`src/rtl/gpu_rect_loader_pkg.sv`:
```
// gpu_rect_loader_pkg
// Shared constants and types for the rectangle-attribute loader.
// Contents: rectangle/field geometry, data and address widths, the
// base address of the rectangle table, the field index enum, the
// loader state enum and a one-hot helper for the bank write enables.
package gpu_rect_loader_pkg;

  localparam int RECT_COUNT       = 64;
  localparam int RECT_COUNT_WIDTH = 6;
  localparam int FIELDS           = 5;
  localparam int FIELD_WIDTH      = $clog2(FIELDS);
  localparam int DATA_WIDTH       = 16;
  localparam int MEM_ADDR_WIDTH   = 16;

  localparam logic [MEM_ADDR_WIDTH-1:0] GPU_RECT_BASE = 16'hF000;

  typedef enum logic [FIELD_WIDTH-1:0] {
    F_X, F_Y, F_W, F_H, F_COLOR
  } field_e;

  typedef enum logic [1:0] {
    IDLE, FETCH, DRAIN, FIN
  } load_state_e;

  function automatic logic [FIELDS-1:0] field_onehot(input field_e f);
    return FIELDS'(1) << f;
  endfunction

endpackage

```
`src/rtl/gpu_rect_loader_if.sv`:
```
// gpu_rect_loader_if
// Bus bundle between the loader, the data-memory read port and the
// five attribute banks.
// master (loader): drives mem_req, mem_re, mem_addr, bank_we,
//                  bank_addr, bank_din; samples mem_gnt, mem_rdata.
// slave  (memory/banks): the reverse.
interface gpu_rect_loader_if;
  import gpu_rect_loader_pkg::*;

  logic                        mem_req;
  logic                        mem_gnt;
  logic                        mem_re;
  logic [MEM_ADDR_WIDTH-1:0]   mem_addr;
  logic [DATA_WIDTH-1:0]       mem_rdata;
  logic [FIELDS-1:0]           bank_we;
  logic [RECT_COUNT_WIDTH-1:0] bank_addr;
  logic [DATA_WIDTH-1:0]       bank_din;

  modport master (
    output mem_req, mem_re, mem_addr, bank_we, bank_addr, bank_din,
    input  mem_gnt, mem_rdata
  );

  modport slave (
    input  mem_req, mem_re, mem_addr, bank_we, bank_addr, bank_din,
    output mem_gnt, mem_rdata
  );

endinterface

```
`src/rtl/gpu_rect_loader_addr_gen.sv`:
```
// gpu_load_addr_gen
// Field/rect/address counters for the loader. All three advance
// together on adv_i (one granted read) and hold otherwise.
// Ports: clk, rst_n (sync, active-low); load_i restarts at rect 0
// field 0 / GPU_RECT_BASE; adv_i steps; rect_limit_i is the number of
// rects in this load; field_o/rect_o/addr_o are the current read;
// last_o flags that the current read is the final one.
module gpu_load_addr_gen
  import gpu_rect_loader_pkg::*;
(
  input  logic                        clk,
  input  logic                        rst_n,
  input  logic                        load_i,
  input  logic                        adv_i,
  input  logic [RECT_COUNT_WIDTH:0]   rect_limit_i,
  output logic [FIELD_WIDTH-1:0]      field_o,
  output logic [RECT_COUNT_WIDTH-1:0] rect_o,
  output logic [MEM_ADDR_WIDTH-1:0]   addr_o,
  output logic                        last_o
);
  localparam int RCW = RECT_COUNT_WIDTH + 1;

  logic [FIELD_WIDTH-1:0]    field_q;
  logic [RCW-1:0]            rect_q;
  logic [MEM_ADDR_WIDTH-1:0] addr_q;
  logic                      field_wrap;

  assign field_wrap = (field_q == FIELD_WIDTH'(FIELDS - 1));

  // The extra rect bit lets the terminal compare reach rect_limit_i = RECT_COUNT.
  assign last_o  = field_wrap && ((rect_q + RCW'(1)) == rect_limit_i);
  assign field_o = field_q;
  assign rect_o  = rect_q[RECT_COUNT_WIDTH-1:0];
  assign addr_o  = addr_q;

  always_ff @(posedge clk) begin
    if (!rst_n || load_i) begin
      field_q <= '0;
      rect_q  <= '0;
      addr_q  <= GPU_RECT_BASE;
    end else if (adv_i) begin
      addr_q <= addr_q + MEM_ADDR_WIDTH'(1);
      if (field_wrap) begin
        field_q <= '0;
        rect_q  <= rect_q + RCW'(1);
      end else begin
        field_q <= field_q + FIELD_WIDTH'(1);
      end
    end
  end

endmodule

```
`src/rtl/gpu_rect_loader.sv`:
```
// gpu_rect_loader
// Per-frame copy engine: on start_i, reads the rectangle table
// (rect-major, fields x,y,w,h,color) from data memory and writes each
// word into the matching attribute bank one cycle after its read.
// Ports: clk, rst_n (sync, active-low); start_i frame-start pulse;
// busy_o load in progress; done_o one-cycle pulse after the last
// write; bus (master) memory read port and bank write port.
// Build option GPU_LOADER_COUNT_EN: adds rect_count_i, sampled at an
// accepted start, limiting the load to the first rect_count_i rects
// (clamped to RECT_COUNT; zero goes straight to done).
//
// state | meaning
// IDLE  | waiting for start_i
// FETCH | requesting the port, one read per granted cycle
// DRAIN | last read issued, its bank write happens this cycle
// FIN   | done pulse, back to IDLE
module gpu_rect_loader
  import gpu_rect_loader_pkg::*;
(
  input  logic                      clk,
  input  logic                      rst_n,
  input  logic                      start_i,
`ifdef GPU_LOADER_COUNT_EN
  input  logic [RECT_COUNT_WIDTH:0] rect_count_i,
`endif
  output logic                      busy_o,
  output logic                      done_o,
  gpu_rect_loader_if.master         bus
);
  localparam int RCW = RECT_COUNT_WIDTH + 1;

  load_state_e                 state_q;
  logic                        busy_q, done_q, req_q;
  logic                        wr_valid_q;
  field_e                      wr_field_q;
  logic [RECT_COUNT_WIDTH-1:0] wr_rect_q;

  logic [FIELD_WIDTH-1:0]      cur_field;
  logic [RECT_COUNT_WIDTH-1:0] cur_rect;
  logic                        last_read;
  logic                        accept;
  logic                        mem_re;
  logic [RCW-1:0]              rect_limit;
  logic                        load_empty;

  assign accept = (state_q == IDLE) && start_i;

`ifdef GPU_LOADER_COUNT_EN
  logic [RCW-1:0] limit_d, limit_q;

  assign limit_d    = (rect_count_i > RCW'(RECT_COUNT)) ? RCW'(RECT_COUNT) : rect_count_i;
  assign load_empty = (limit_d == '0);
  assign rect_limit = limit_q;

  always_ff @(posedge clk) begin
    if (!rst_n)      limit_q <= RCW'(RECT_COUNT);
    else if (accept) limit_q <= limit_d;
  end
`else
  assign load_empty = 1'b0;
  assign rect_limit = RCW'(RECT_COUNT);
`endif

  // Grant can drop on any cycle, so the strobe is gated combinationally.
  assign mem_re = req_q && bus.mem_gnt;

  gpu_load_addr_gen u_addr_gen (
    .clk          (clk),
    .rst_n        (rst_n),
    .load_i       (accept),
    .adv_i        (mem_re),
    .rect_limit_i (rect_limit),
    .field_o      (cur_field),
    .rect_o       (cur_rect),
    .addr_o       (bus.mem_addr),
    .last_o       (last_read)
  );

  always_ff @(posedge clk) begin
    if (!rst_n) begin
      state_q    <= IDLE;
      busy_q     <= 1'b0;
      done_q     <= 1'b0;
      req_q      <= 1'b0;
      wr_valid_q <= 1'b0;
      wr_field_q <= F_X;
      wr_rect_q  <= '0;
    end else begin
      wr_valid_q <= mem_re;
      if (mem_re) begin
        wr_field_q <= field_e'(cur_field);
        wr_rect_q  <= cur_rect;
      end
      done_q <= 1'b0;
      case (state_q)
        IDLE: begin
          if (start_i) begin
            if (load_empty) begin
              state_q <= FIN;
              done_q  <= 1'b1;
            end else begin
              state_q <= FETCH;
              busy_q  <= 1'b1;
              req_q   <= 1'b1;
            end
          end
        end
        FETCH: begin
          if (mem_re && last_read) begin
            state_q <= DRAIN;
            req_q   <= 1'b0;
          end
        end
        DRAIN: begin
          state_q <= FIN;
          busy_q  <= 1'b0;
          done_q  <= 1'b1;
        end
        FIN:     state_q <= IDLE;
        default: state_q <= IDLE;
      endcase
    end
  end

  // Write stage: data comes straight from the memory, one cycle after mem_re.
  assign bus.bank_we   = wr_valid_q ? field_onehot(wr_field_q) : '0;
  assign bus.bank_addr = wr_rect_q;
  assign bus.bank_din  = bus.mem_rdata;
  assign bus.mem_req   = req_q;
  assign bus.mem_re    = mem_re;
  assign busy_o        = busy_q;
  assign done_o        = done_q;

endmodule

```
`src/flat_wrapper.sv`:
```
// flat-port wrapper written by rule: the top's interface ports become plain ports
module gpu_rect_loader_flat import gpu_rect_loader_pkg::*;
  (clk, rst_n, start_i, busy_o, done_o, bus_mem_req, bus_mem_re, bus_mem_addr, bus_bank_we, bus_bank_addr, bus_bank_din, bus_mem_gnt, bus_mem_rdata);
  gpu_rect_loader_if bus_i ();
  input  logic clk;
  input  logic rst_n;
  input  logic start_i;
  output logic busy_o;
  output logic done_o;
  output wire logic [$bits(bus_i.mem_req)-1:0] bus_mem_req;
  output wire logic [$bits(bus_i.mem_re)-1:0] bus_mem_re;
  output wire logic [$bits(bus_i.mem_addr)-1:0] bus_mem_addr;
  output wire logic [$bits(bus_i.bank_we)-1:0] bus_bank_we;
  output wire logic [$bits(bus_i.bank_addr)-1:0] bus_bank_addr;
  output wire logic [$bits(bus_i.bank_din)-1:0] bus_bank_din;
  input wire logic [$bits(bus_i.mem_gnt)-1:0] bus_mem_gnt;
  input wire logic [$bits(bus_i.mem_rdata)-1:0] bus_mem_rdata;
  assign bus_mem_req = bus_i.mem_req;
  assign bus_mem_re = bus_i.mem_re;
  assign bus_mem_addr = bus_i.mem_addr;
  assign bus_bank_we = bus_i.bank_we;
  assign bus_bank_addr = bus_i.bank_addr;
  assign bus_bank_din = bus_i.bank_din;
  assign bus_i.mem_gnt = bus_mem_gnt;
  assign bus_i.mem_rdata = bus_mem_rdata;
  gpu_rect_loader u_core (.clk(clk), .rst_n(rst_n), .start_i(start_i), .busy_o(busy_o), .done_o(done_o), .bus(bus_i));
endmodule
```
`config.mk`:
```
export PLATFORM = sky130hd
export DESIGN_NAME = gpu_rect_loader_flat
export DESIGN_NICKNAME = d
export VERILOG_FILES = /design/src/rtl/gpu_rect_loader_pkg.sv /design/src/rtl/gpu_rect_loader_if.sv /design/src/rtl/gpu_rect_loader_addr_gen.sv /design/src/rtl/gpu_rect_loader.sv /design/src/flat_wrapper.sv
export SDC_FILE = /design/constraint.sdc
export NUM_CORES = 1
export LEC_CHECK = 0
export ABC_CLOCK_PERIOD_IN_PS = 1600
export BUFFER_PORTS_ARGS = -buffer_cell sky130_fd_sc_hd__buf_2
export CAP_MARGIN = 20
export CORE_ASPECT_RATIO = 0.9
export CORE_MARGIN = 2
export CORE_UTILIZATION = 45
export CTS_BUF_LIST = sky130_fd_sc_hd__clkbuf_8 sky130_fd_sc_hd__clkbuf_16
export DETAILED_ROUTE_END_ITERATION = 16
export PLACE_DENSITY_LB_ADDON = 0.1
export SYNTH_ARGS = -nofsm -noshare
export SYNTH_HDL_FRONTEND = slang
export SYNTH_SLANG_ARGS = --single-unit
```
`constraint.sdc`:
```
create_clock -name clk -period 1.6 [get_ports clk]
set_input_delay 0.08 -clock clk [delete_from_list [all_inputs] [get_ports clk]]
set_output_delay 0.08 -clock clk [all_outputs]
set_load 0.02 [all_outputs]
```
* After elaboration in Yosys (flattened, before gate mapping)
Index checks and enable logic that the tools add are counted.
Storage, ports and cells: bits in registers 41, latch bits 0, memory bits (writable) 0, ROM bits 0, bits of input ports 20, output and inout bits 47, word-level logic and storage cells 44, memories 0
Operators by class: $add $sub $neg 3, multipliers 0, divide/modulo/power cells 0, order comparisons 0, eq/ne operators 7, shifts and indexed selects 1, muxes and demuxes 10, bitwise logic cells 0, reduce and logical (&&, ||, !) cells 13
Operators by type and width (number):
- adder 16 x 1 -> 16 bit, second input constant | 1
- one-hot mux 2 bit (4 select lines) | 1
- adder 7 x 1 -> 7 bit, second input constant | 1
- equality test 7 bit, second input constant | 1
- AND reduction 2 bit | 3
- 2-to-1 mux 5 bit | 1
- left shift 1 x 3 -> 5 bit, first input constant | 1
- equality test 2 bit, second input constant | 2
- logical AND 1 bit | 4
- 2-to-1 mux 2 bit | 2
- one-hot mux 1 bit (2 select lines) | 2
- nonzero test 2 bit | 2
- adder 3 x 1 -> 3 bit, second input constant | 1
- equality test 3 bit, second input constant | 1
- 2-to-1 mux 1 bit | 3
- 2-to-1 mux 3 bit | 1
- AND reduction 3 bit | 1
- equality test 2 x 1 -> 1 bit, second input constant | 1
- zero test 2 bit | 1
- != test 2 x 1 -> 1 bit, second input constant | 1
- != test 2 bit, second input constant | 1
- zero test 1 bit | 1
- logical OR 1 bit | 1

* Logic depth before layout (Yosys ltp)
word-level depth 6, depth in mapped cells 8, depth with buffers taken out 7

* Modules after synthesis
Synthesis repeated with hierarchy kept, for this count alone.
Unflattened totals: cell total of the unflattened synthesis 259, area, all modules 2210.9 um^2
By module, submodules not included:
- gpu_load_addr_gen | instances 1, cells each 163, area each 1392.6 um^2, seq. area each 520.5 um^2
- gpu_rect_loader | instances 1, cells each 96, area each 818.3 um^2, seq. area each 300.3 um^2

* Worst setup path before layout
No wires, ideal clock.
kind reg2reg, start reg u_core.u_addr_gen.field_q[0], in the netlist u_core.u_addr_gen.field_o[0], end reg u_core.state_q[0], arrival time 1.455 ns, required time 1.484 ns, slack 0.029 ns, stages on the path, launching flop included 9, path buffers 1, clock period less this slack 1.571 ns, path through dfxtp_1 inv_1 ha_1 and4_1 buf_2 nand3_1 a211oi_2 o21a_2 o211a_1
Between the ends: longest elaborated chain between the ends 5
Ends and longest elaborated chain:
- start: declaration | RTL line gpu_rect_loader_addr_gen.sv:23 | logic [FIELD_WIDTH-1:0] field_q;
- start signal: assignment | RTL line gpu_rect_loader_addr_gen.sv:47 | field_q <= field_q + FIELD_WIDTH'(1);
- equality test 3 bit | RTL line gpu_rect_loader_addr_gen.sv:28 | assign field_wrap = (field_q == FIELD_WIDTH'(FIELDS - 1));
- logical AND 1 bit | RTL line gpu_rect_loader_addr_gen.sv:31 | assign last_o = field_wrap && ((rect_q + RCW'(1)) == rect_limit_i);
- logical AND 1 bit | RTL line gpu_rect_loader.sv:109 | if (mem_re && last_read) begin
- != test 2 x 1 -> 1 bit (no source line)
- AND reduction 2 bit (no source line)
- end signal: assignment | RTL line gpu_rect_loader.sv:110 | state_q <= DRAIN;
- end signal: assignment | RTL line gpu_rect_loader.sv:115 | state_q <= FIN;
- end signal: assignment | RTL line gpu_rect_loader.sv:119 | FIN: state_q <= IDLE;
- end: declaration | RTL line gpu_rect_loader.sv:32 | load_state_e state_q;
No other way between the ends. A chain may end at the register's enable or synchronous reset.

* Worst setup path in the final report
start reg u_core.u_addr_gen.rect_q[1], end reg u_core.state_q[1]
Between the ends: longest elaborated chain between the ends 6
Ends and longest elaborated chain:
- start: declaration | RTL line gpu_rect_loader_addr_gen.sv:24 | logic [RCW-1:0] rect_q;
- start signal: assignment | RTL line gpu_rect_loader_addr_gen.sv:45 | rect_q <= rect_q + RCW'(1);
- adder 7 x 1 -> 7 bit | RTL line gpu_rect_loader_addr_gen.sv:31
- equality test 7 bit | RTL line gpu_rect_loader_addr_gen.sv:31
- logical AND 1 bit | RTL line gpu_rect_loader_addr_gen.sv:31
- logical AND 1 bit | RTL line gpu_rect_loader.sv:109
- != test 2 x 1 -> 1 bit (no source line)
- AND reduction 2 bit (no source line)
No other way between the ends.

==> summary.txt <==
Run status
  • Status: completed

Routing
  • Routed wire per std cell: 11.7 um
  • Pre-antenna DRT Iters: 4
  • Antenna-violating nets left: 0
  • Initial DRC count: 73
  • Via count: 1584
  • Final WL: ~4 mm
  • Drt drc: 0
  • Via density per instance: 4.69

Global route
  • Aggregate global routing overflow: 0
  • First-pass GRT wire length: 6.41 mm
  • Antenna violations before repair: 0
  • Largest net degree at the start of global routing: 23
  • Vias in the first global route: 1419
  • Total GRT Usage: 16.6%

Synth
  • Synth Flop Type: dfxtp_1
  • Synth area leaders: dfxtp_1 41%, nand2_1 6.5%, xnor2_1 6.1%, buf_4 6.0%, ha_1 5.0%
  • Synth cell types: 40
  • Synthesized flop and latch total: 41
  • Area leader, netlist: dfxtp_1
  • Synth top area share: 40.8%
  • Post-synth ARST share: 0%
  • Post-synthesis sequential area ratio: around two fifths
  • Yosys warns: 0
  • Mapped cell area: 2010 um2
  • Post-synth EDFFs: 0
  • Post-Synthesis Cells: 235
  • Syn_area_per_cell: 8.57 um2
  • Post-synth net total: 263

Clocking
  • Total CTS buffers: 5
  • CTS Buffer Depth: 2
  • CTS tree: done
  • Clock sinks: between 40 and 50
  • Insertion delay to the later sink of the worst-skew pair: 290 ps
  • Clock slew at reported path FFs: 80 ps
  • Clk Tree Root Cell: clkbuf_8
  • Max H-tree Level: 2

Critical path
  • Critical Path RT: 1820 ps
  • Worst setup EP type: flop
  • Worst path cell trace: ha_4, xor2_1, nand4_1, a211oi_4, o21a_2, mux2i_1
  • Critical path class: reg -> reg
  • CP peak stage delay: 380 ps
  • WP buf/inv: 0
  • Worst Path Arrival: roughly 1800 ps
  • Crit path max-delay family: compound AO/OA/AOI/OAI gates
  • Crit path launch type: flop
  • Worst Path Max Fanout: 5
  • Critical Path Slowest Stage Cell: dfxtp_4

Power and ir drop
  • Leakage: roughly 1.0 nW
  • Power per cell area: 960 nW/um2
  • Worst IR Drop VDD: just under 0.8 mV

Timing
  • RSZ-0062 raised after global routing: true
  • Post-layout min period: around 1600 ps
  • Final setup violating endpoints: 0
  • Hold Fails Final Rpt: 0
  • Normalized max-slew margin: 74.9%
  • Setup Skew: ~10 ps
  • Setup ws final: 34.2 ps
  • TNS Setup: 0 ps
  • Worst slew pin tran: 374 ps
  • Final worst path period share: 97.9%
  • Pins Over Slew Limit: 0
  • F_max: 639 MHz

Finish
  • Antenna cells: 0
  • Most frequent cells in the layout: 36 x dfxtp_1, 35 x nand2_1, 34 x buf_2, 26 x nor2_1, 22 x buf_4
  • Share of cells above drive strength 1: 29.3%
  • Synth-to-layout area growth: 20.8%
  • Post-layout util: 55.6%
  • Fin area: 2430 um2
  • Number of fill cells in the layout: 432
  • Final net count: 303
  • Finished Layout Cells: 338
  • Most common cell after layout, fill and taps aside: dfxtp_1

Floorplanning
  • Initial Util: approximately 46%
  • DIE AREA: between 5000 and 6000 um2
  • Core area: 4370 um2
  • Die height: 67.5 um
  • Ports: between 60 and 70
  • # rows: 23
  • Die W: roughly 75 um

Place
  • Area post-placement: 2270 um2
  • Setup WS pre-CTS: -70.7 ps
  • Placed cells: 329
  • Placer Congestion: ~0.8
  • HPWL after DPL: 2.76 mm
  • Port buffer count: 34

Flow run
  • Max cap viols: 0

Hold path
  • HP Class: in -> reg
## what timing repair did
action	in CTS	in global routing
endpoints found under the setup margin	4	6
hold endpoints to repair	0	0
buffers inserted	0	1
pin swaps	0	5
gates cloned	0	0
resized for setup	4	15
hold buffers	0	0
## synth_stat cells (all sizes together), types with 2 or more instances
master and count:
and2 2, a311oi 2, xor2 10, a21boi 9, nand3 8, or2 2
mux2i 3, clkbuf 4, and4 3, nand2 36, xnor2 14, buf 20
nor3 4, nor2 26, nor2b 2, o21ai 3, dfxtp 41, a21oi 6
ha 8, nand4 7, and3 5, inv 9
## per-stage QoR
stage / hold slack (ps) / total power [mW]
2_1_floorplan: 222 / 1.58
3_3_place_gp: 160 / 1.70
3_5_place_dp: 160 / 1.70
4_1_cts: 117 / 2.37
5_1_grt: 126 / 2.48
6_report: 128 / 2.33
## sequential cells by signal, indices dropped and copies added, names as in the netlist
name                       flops
u_core.u_addr_gen.rect_q       7
u_core.u_addr_gen.addr_o      16
u_core.done_o                  1
u_core.state_q                 2
u_core.bus.bank_addr           6
u_core.wr_field_q              3
u_core.bus.mem_req             1
u_core.busy_o                  1
u_core.u_addr_gen.field_o      3
u_core.wr_valid_q              1
## report_power, final
part | internal (mW) | switching, mW
Combinational | 0.220 | 0.331
Sequential | 1.08 | 0.0426
Clock | 0.301 | 0.359
Total | 1.60 | 0.733
## metal layers
metal / vias up / GRT usage, % / part of all wire, %
met1: 714 / 23.7 / 52
met5: - / 0 / 0
li1: 837 / - / -
met4: 0 / 4.91 / 0.81
met2: 27 / 23.9 / 43
met3: 6 / 5.07 / 4.6
## tightest hold or removal path: cells and delay by family
kind            cells  cell delay [ps]
compound gates      2              180
buf+inv             1              110
## cells by family after synthesis
kind of cell	synth area share [%]
AOI/OAI and AO/OA	8.83
DFF	40.8
xor gates and xnor gates	10.4
muxes	1.49
and+or+nand+nor	23.9
buffers and inverters	9.63
adders and majority gates	4.97
## final timing paths
check,to,slack (ps),cells after the start,startpoint
hold / removal,u_core.bus.mem_req,130,3,start_i
setup reg to reg,u_core.state_q[1],30,6,u_core.u_addr_gen.rect_q[1]
setup / recovery,u_core.state_q[1],30,6,u_core.u_addr_gen.rect_q[1]
hold reg to reg,u_core.bus.bank_addr[5],460,2,u_core.bus.bank_addr[5]
## layout make-up
cell class	instances	area (um2)	area share (%)
clock buffers	5	68.8	2.83
clock inverters	3	18.8	0.772
inverters	9	33.8	1.39
multi-input cells	161	1050	43.3
flip-flops and latches	41	832	34.2
well taps	62	77.6	3.19
repair buffers	57	347	14.3
Note: power is estimated with default switching activity, not from simulation.
